**src/rtl/instr_fetch_ctrl.sv**
```systemverilog
// -----------------------------------------------------------------------------
// instr_fetch_ctrl
// Instruction fetch sequencer for a small accumulator core. Drives the address
// of a synchronous instruction memory, tracks which address the returned word
// belongs to, and handles stall, jump redirect and end-of-program halt.
//
// Optional feature macro: IFETCH_PERF_CNT_EN adds the fetch_cnt output, a
// saturating count of cycles in which a live instruction was accepted.
//
// Ports
//   clk          clock, rising edge
//   rst_n        asynchronous active-low reset
//   start        pulse: begin fetching at address 0 (ignored while fetching)
//   stall        hold the fetch stream, current instruction stays on instr_out
//   br_taken     one-cycle redirect from execute
//   br_target    redirect destination
//   imem_addr    instruction memory address (combinational)
//   imem_data    memory read data, one cycle after imem_addr
//   instr_out    current instruction word
//   instr_valid  instr_out is a live instruction
//   pc_out       address of the word on instr_out
//   busy         fetching
//   done         sticky end-of-program flag, cleared by start
//   fetch_cnt    (IFETCH_PERF_CNT_EN only) accepted-instruction cycle count
// -----------------------------------------------------------------------------
module instr_fetch_ctrl #(
   parameter int         ADDR_W     = 12,
   parameter int         INSTR_W    = 17,
   parameter logic [4:0] ENDOP_CODE = 5'd31
) (
   input  logic               clk,
   input  logic               rst_n,
   input  logic               start,
   input  logic               stall,
   input  logic               br_taken,
   input  logic [ADDR_W-1:0]  br_target,
   output logic [ADDR_W-1:0]  imem_addr,
   input  logic [INSTR_W-1:0] imem_data,
   output logic [INSTR_W-1:0] instr_out,
   output logic               instr_valid,
   output logic [ADDR_W-1:0]  pc_out,
   output logic               busy,
   output logic               done
`ifdef IFETCH_PERF_CNT_EN
   ,
   output logic [15:0]        fetch_cnt
`endif
);

   // state | meaning
   // IDLE  | after reset, waiting for start
   // FETCH | streaming instructions from memory
   // HALT  | end opcode seen, waiting for start
   typedef enum logic [1:0] {IDLE, FETCH, HALT} state_t;

   state_t             state_q, state_d;
   logic [ADDR_W-1:0]  pc_q, pc_d;
   logic [ADDR_W-1:0]  req_pc_q, req_pc_d;
   logic               req_vld_q, req_vld_d;
   logic               done_q, done_d;
   logic               endop_hit;
   logic               start_acc;

   assign start_acc = start && (state_q != FETCH);

   // Only a live word that is actually being consumed can halt the stream.
   assign endop_hit = req_vld_q && !stall &&
                      (imem_data[INSTR_W-1 -: 5] == ENDOP_CODE);

   always_comb begin
      state_d   = state_q;
      pc_d      = pc_q;
      req_pc_d  = req_pc_q;
      req_vld_d = req_vld_q;
      done_d    = done_q;
      imem_addr = '0;
      case (state_q)
         IDLE, HALT: begin
            if (start) begin
               state_d = FETCH;
               pc_d    = '0;
               done_d  = 1'b0;
            end
         end
         FETCH: begin
            if (br_taken) begin
               // Squash the word already in flight; redirect wins over stall.
               imem_addr = pc_q;
               pc_d      = br_target;
               req_vld_d = 1'b0;
            end else if (endop_hit) begin
               // The word issued this cycle is discarded.
               imem_addr = pc_q;
               state_d   = HALT;
               done_d    = 1'b1;
               req_vld_d = 1'b0;
            end else if (stall) begin
               // Re-read the held address so instr_out stays stable.
               imem_addr = req_pc_q;
            end else begin
               imem_addr = pc_q;
               pc_d      = pc_q + ADDR_W'(1);
               req_pc_d  = pc_q;
               req_vld_d = 1'b1;
            end
         end
         default: state_d = IDLE;
      endcase
   end

   always_ff @(posedge clk or negedge rst_n) begin
      if (!rst_n) begin
         state_q   <= IDLE;
         pc_q      <= '0;
         req_pc_q  <= '0;
         req_vld_q <= 1'b0;
         done_q    <= 1'b0;
      end else begin
         state_q   <= state_d;
         pc_q      <= pc_d;
         req_pc_q  <= req_pc_d;
         req_vld_q <= req_vld_d;
         done_q    <= done_d;
      end
   end

   assign instr_out   = imem_data;
   assign instr_valid = req_vld_q;
   assign pc_out      = req_pc_q;
   assign busy        = (state_q == FETCH);
   assign done        = done_q;

`ifdef IFETCH_PERF_CNT_EN
   logic [15:0] fetch_cnt_q;

   always_ff @(posedge clk or negedge rst_n) begin
      if (!rst_n) begin
         fetch_cnt_q <= '0;
      end else if (start_acc) begin
         fetch_cnt_q <= '0;
      end else if (req_vld_q && !stall && (fetch_cnt_q != 16'hFFFF)) begin
         fetch_cnt_q <= fetch_cnt_q + 16'd1;
      end
   end

   assign fetch_cnt = fetch_cnt_q;
`else
   logic unused_start_acc;
   assign unused_start_acc = start_acc;
`endif

endmodule

```
**config.mk**
```make
export PLATFORM = sky130hd
export DESIGN_NAME = instr_fetch_ctrl
export DESIGN_NICKNAME = d
export VERILOG_FILES = /design/src/rtl/instr_fetch_ctrl.sv
export SDC_FILE = /design/constraint.sdc
export NUM_CORES = 1
export LEC_CHECK = 0
export ABC_AREA = 0
export BUFFER_PORTS_ARGS = -buffer_cell sky130_fd_sc_hd__buf_2
export CAP_MARGIN = 10
export CORE_UTILIZATION = 40
export CTS_CLUSTER_SIZE = 8
export DETAILED_ROUTE_END_ITERATION = 6
export GPL_TIMING_DRIVEN = 0
export PLACE_DENSITY = 0.69
export SLEW_MARGIN = 10
export SYNTH_ARGS = -nofsm -noshare
export SYNTH_HDL_FRONTEND = slang
export SYNTH_SLANG_ARGS = --single-unit
```
**constraint.sdc**
```tcl
create_clock -name clk -period 3.5 [get_ports clk]
set_clock_uncertainty 0.2 [all_clocks]
set_input_delay 0.175 -clock clk [delete_from_list [all_inputs] [get_ports clk]]
set_output_delay 0.175 -clock clk [all_outputs]
set_load 0.02 [all_outputs]
```
# --- Yosys cells after proc, flatten, opt, wreduce, memory -nomap -nowiden ---
# Cells that the tools add are included.
# Widths: inputs -> output; s select.
word_totals:
  latch_bits: 0
  memories: 0
  rom_bits: 0
  output_inout_bits: 44
  in_bits: 34
  ramBits: 0
  reg_bits: 28
op_classes:
  n_addsub: 1
  shift: 0
  multipliers: 0
  eq_ne: 9
  n_lt_le_gt_ge: 0
  reduce_logical: 11
  n_mux: 20
  bitwise: 2
  div: 0
op_table:
  columns: ["operator", "n"]
  rows:
  - ["$mux 12", 8]
  - ["$pmux 12 s2", 1]
  - ["$add 12x1->12 const B", 1]
  - ["$reduce_and 4->1", 2]
  - ["$mux 1", 6]
  - ["$mux 2", 3]
  - ["$ne 3x3->1 const B", 2]
  - ["$reduce_and 3->1", 2]
  - ["$eq 5x5->1 const B", 1]
  - ["$ne 2x2->1 const B", 2]
  - ["$pmux 2 s2", 1]
  - ["$ne 3x1->1 const B", 1]
  - ["$eq 2x1->1 const B", 1]
  - ["$eq 2x2->1 const B", 1]
  - ["$logic_and 1x1->1", 2]
  - ["$logic_not 2->1", 1]
  - ["$ne 2x1->1 const B", 1]
  - ["$not 1->1", 2]
  - ["$pmux 1 s2", 1]
  - ["$reduce_and 2->1", 1]
  - ["$reduce_bool 2->1", 1]
  - ["$reduce_or 2->1", 1]
  - ["$logic_not 1->1", 1]

# --- Depth between registers and ports, before layout ---
depth:
  depth_word: 6
  mapped_depth: 7
  ltp_nobuf: 5

# --- Least setup slack after synthesis ---
# No wires, ideal clock.
synth_timing:
  kind: "reg2reg"
  startpoint: "register state_q[1]"
  endpoint: "register req_pc_q[10], in the netlist pc_out[10]"
  setup_time_ns: 0.125
  t_required_ns: 3.175
  stages_incl_launch_ff: 7
  setup_slack_ns: 1.732
  synth_period_minus_slack_ns: 1.768
  arrival_time_ns: 1.443
  path_cell_list: "dfrtp_1 > or3b_1 > buf_6 > nor2_4 > nand2_2 > buf_6 > mux2_4"
synth_via:
  elab_chain_cells: 2
synth_lines:
  columns: ["element", "line_no", "rtl"]
  rows:
  - ["from (decl)", "56", "state_t state_q, state_d;"]
  - ["from (signal assigned)", "119", "state_q <= state_d;"]
  - ["$eq 2x1->1", "77", "case (state_q)"]
  - ["$reduce_and 3->1 (no line)", null, null]
  - ["to (signal assigned)", "121", "req_pc_q <= req_pc_d;"]
  - ["to (decl)", "58", "logic [ADDR_W-1:0] req_pc_q, req_pc_d;"]
# Every way passes these cells.
# A chain may end at the register's enable or synchronous reset.

# --- Final worst setup path ---
layout_timing:
  startpoint: "register state_q[0]"
  endpoint: "output imem_addr[7]"
layout_via:
  elab_chain_cells: 2
layout_lines:
  columns: ["element", "line_no", "rtl"]
  rows:
  - ["$eq 2x1->1", "77", null]
  - ["$mux 12", "77", null]
  - ["to (decl)", "37", "output logic [ADDR_W-1:0] imem_addr,"]
# Every way passes these cells.

==> metrics.yaml <==
outcome: "complete, but fails checks"
failed_checks: "DRC"
cp.required_ns: 3.12
drv_cap: 0
ys_types: 43
setup_tns_ns: 0
slowest_delay_ns: 0.41
grt_max_degree: 29
first_pass_iters: 6
power_density_nw_per_um2: 658
vias_per_cell: 5.32
die_y_um: 69.3
drtIter0Drc: 122
crit_arrival_ns: 1.63
setup_viol: 0
crit_slowest_cell: "dfrtp_1"
finalCritPeriodShare_pct: 57.1
cts.sinks: 28
final.setup.worst_slack_ns: 1.50
power_leakage_nw: 1.18
cts.path.max_buffers: 2
synth-seq-cells: 28
portBuffers: 64
async_reset_ff_share_pct: 100
crit_type: "reg2out"
routedWlPerCell_um: 13.9
r2r_start: "pc_q[1]$_DFFE_PN0P_"
grt_pass1_wl_um: 7170
path_common_cell: "buf_2"
grt_pass1_vias: 1517
drive_gt1_share_pct: 39.8
antenna_cells: 0
final-max-slew-violation-count: 0
crit_chain: "nand2b_1 > buf_2 > buf_1 > a21oi_1 > buf_2"
clock.fmax_ghz: 0.500
totalWireLength_um: 4470
post-cts-setup-buffers: 0
place_hpwl_um: 3320
synthesis.area_sq_um: 1810
cts_inserted_buffers: 3
r2r_end: "pc_q[10]$_DFFE_PN0P_"
grt_usage_pct: 18.4
tritoncts: "yes"
period_minus_slack_ns: 2.00
synth_top_area_cell: "dfrtp_1"
start_util_pct: 41.6
ant_nets: 0
hold_viol_final: 0
synth-edff-count: 0
synthesis.nets: 233
yosys-top-cells-count: "dfrtp_1, nand2_1, a21oi_1"
die_w_um: 69.3
ff2ff_path_depth: 5
grt-ovfl-total: 0
avgSynthCellArea_sq_um: 9.14
die_area_sq_um: 4800
clk-insertion-delay-late_ns: 0.28
start_kind: "register"
place.gp.congestion: 0.837
power_mw: 1.51
num_vias: 1709
timing.slew.headroom_pct: 56.1
holdPathEnd: "pc_q[5]$_DFFE_PN0P_"
post-place-ws_ns: 1.58
cp-end-kind: "output port"
ios: 78
post_cts_resized: 0
hold_depth: 3
antenna_found_initial: 0
synthTopCellsByArea: "dfrtp_1, mux2_4, buf_4, nand2_1, a21oi_1"
yosys_warnings: 0
area_growth_pct: 26.9
cp_max_fo: 10
tightest_slew_ns: 0.658
rsz0062_at_grt: "no"
synth_ff_type: "dfrtp_1"
fp-row-count: 24
ys_seq_area_share_pct: 38.7
finalNetCount: 305
synth_top_area_share_pct: 38.7
clockRootBuffer: "clkbuf_8"
synthCells: 198
holdCritPathClass: "in2reg"
clk_pin_slew_ns: 0.09
htreeDepth: 1
core_sq_um: 4350
hold_start: "br_target[5]"
critPathBufInv: 3
drc_errors: 1
r2r_slack_ns: 1.54
critPathTopFamily: "buffers and inverters"
ir_worst_vdd_mv: 0.303
flip-flops by register name, summed over array words and instances (netlist names):
signal	flops
done	1
pc_out	12
state_q	2
instr_valid	1
pc_q	12
per-stage QoR:
| step | utilization [%] | cells | hold slack, ns | instance area (sq um) |
|---|---|---|---|---|
| floorplan | - | 198 | -0.321 | 1810 |
| global placement | 50.4 | 314 | 0.0338 | 2190 |
| detailed placement | 50.4 | 314 | 0.0338 | 2190 |
| CTS | 52.7 | 321 | 0.00476 | 2300 |
| global route | 52.7 | 321 | 0.000400 | 2300 |
| finish | 52.7 | 321 | 0.00651 | 2300 |
what timing repair did:
action,CTS,global route
setup endpoints to repair,0,0
hold buffers,3,0
hold endpoints to repair,30,0
where the power goes:
group | switching [mW] | internal [mW]
sequential | 0.131 | 0.436
combinational | 0.386 | 0.298
clock | 0.106 | 0.153
total | 0.623 | 0.888
final cells by class:
| cell class | count | area [sq um] |
|---|---|---|
| plain buffers | 30 | 204 |
| clock buffers | 3 | 41.3 |
| clock inverters | 1 | 30.0 |
| fillers | 434 | 2060 |
| inverters | 7 | 26.3 |
| multi-input cells | 133 | 878 |
| flip-flops and latches | 28 | 701 |
| well taps | 52 | 65.1 |
| repair buffers | 67 | 350 |
cells by family (layout without fill, tap and decap cells):
kind of cell	count (synthesis)	after routing	share of synthesized area, %
AND/OR/NAND/NOR	69	69	19.3
multiplexers	13	13	9.89
flip-flops	28	28	38.7
adder cells (fa/ha/maj)	1	1	0.691
buffers and inverters	37	108	12.7
AO/OA/AOI/OAI	50	50	18.7
layout by cell type, fill, tap and decap left out, types with 2 or more instances in the layout:
master | synthesis | routed
a21oi_1 | 20 | 20
a211o_1 | 3 | 3
and4_1 | 2 | 2
mux2_2 | 3 | 3
nand3_1 | 7 | 7
a2bb2oi_1 | 2 | 2
o2bb2ai_1 | 7 | 7
buf_4 | 17 | 17
o22ai_1 | 5 | 5
dfrtp_1 | 28 | 28
nor3_1 | 3 | 3
dlygate4sd3_1 | 0 | 3
buf_6 | 3 | 3
nor2_1 | 7 | 7
inv_1 | 7 | 7
buf_2 | 4 | 68
a32oi_1 | 2 | 2
clkbuf_8 | 0 | 3
and3_1 | 7 | 7
nand2_1 | 28 | 28
mux2_4 | 9 | 9
nand2b_1 | 2 | 2
or3_1 | 2 | 2
a22oi_1 | 5 | 5
clkbuf_1 | 5 | 5
metal layers:
metal,vias up,routed length [um],track usage (%)
li1,839,-,-
met1,819,2070,24.6
met2,47,2140,30.3
met3,4,207,4.07
met4,0,46,4.08
met5,-,0,0
tightest hold or removal path, cell delays in order:
cell,delay [ns]
buf_2,0.08
a32oi_1,0.04
o22ai_1,0.14
worst max path at each step:
stage	startpoint	to	slack (ns)	cells after the start
global route	state_q[0]$_DFFE_PN0P_	imem_addr[4]	1.32	5
global placement	pc_q[1]$_DFFE_PN0P_	pc_q[10]$_DFFE_PN0P_	1.58	5
finish	state_q[0]$_DFFE_PN0P_	imem_addr[7]	1.50	5
detailed placement	pc_q[1]$_DFFE_PN0P_	pc_q[10]$_DFFE_PN0P_	1.58	5
floorplan	state_q[1]$_DFFE_PN0P_	pc_out[10]$_DFFE_PN0P_	1.73	6
CTS	state_q[0]$_DFFE_PN0P_	imem_addr[7]	1.46	5
Power figures use the tool's default switching activity.
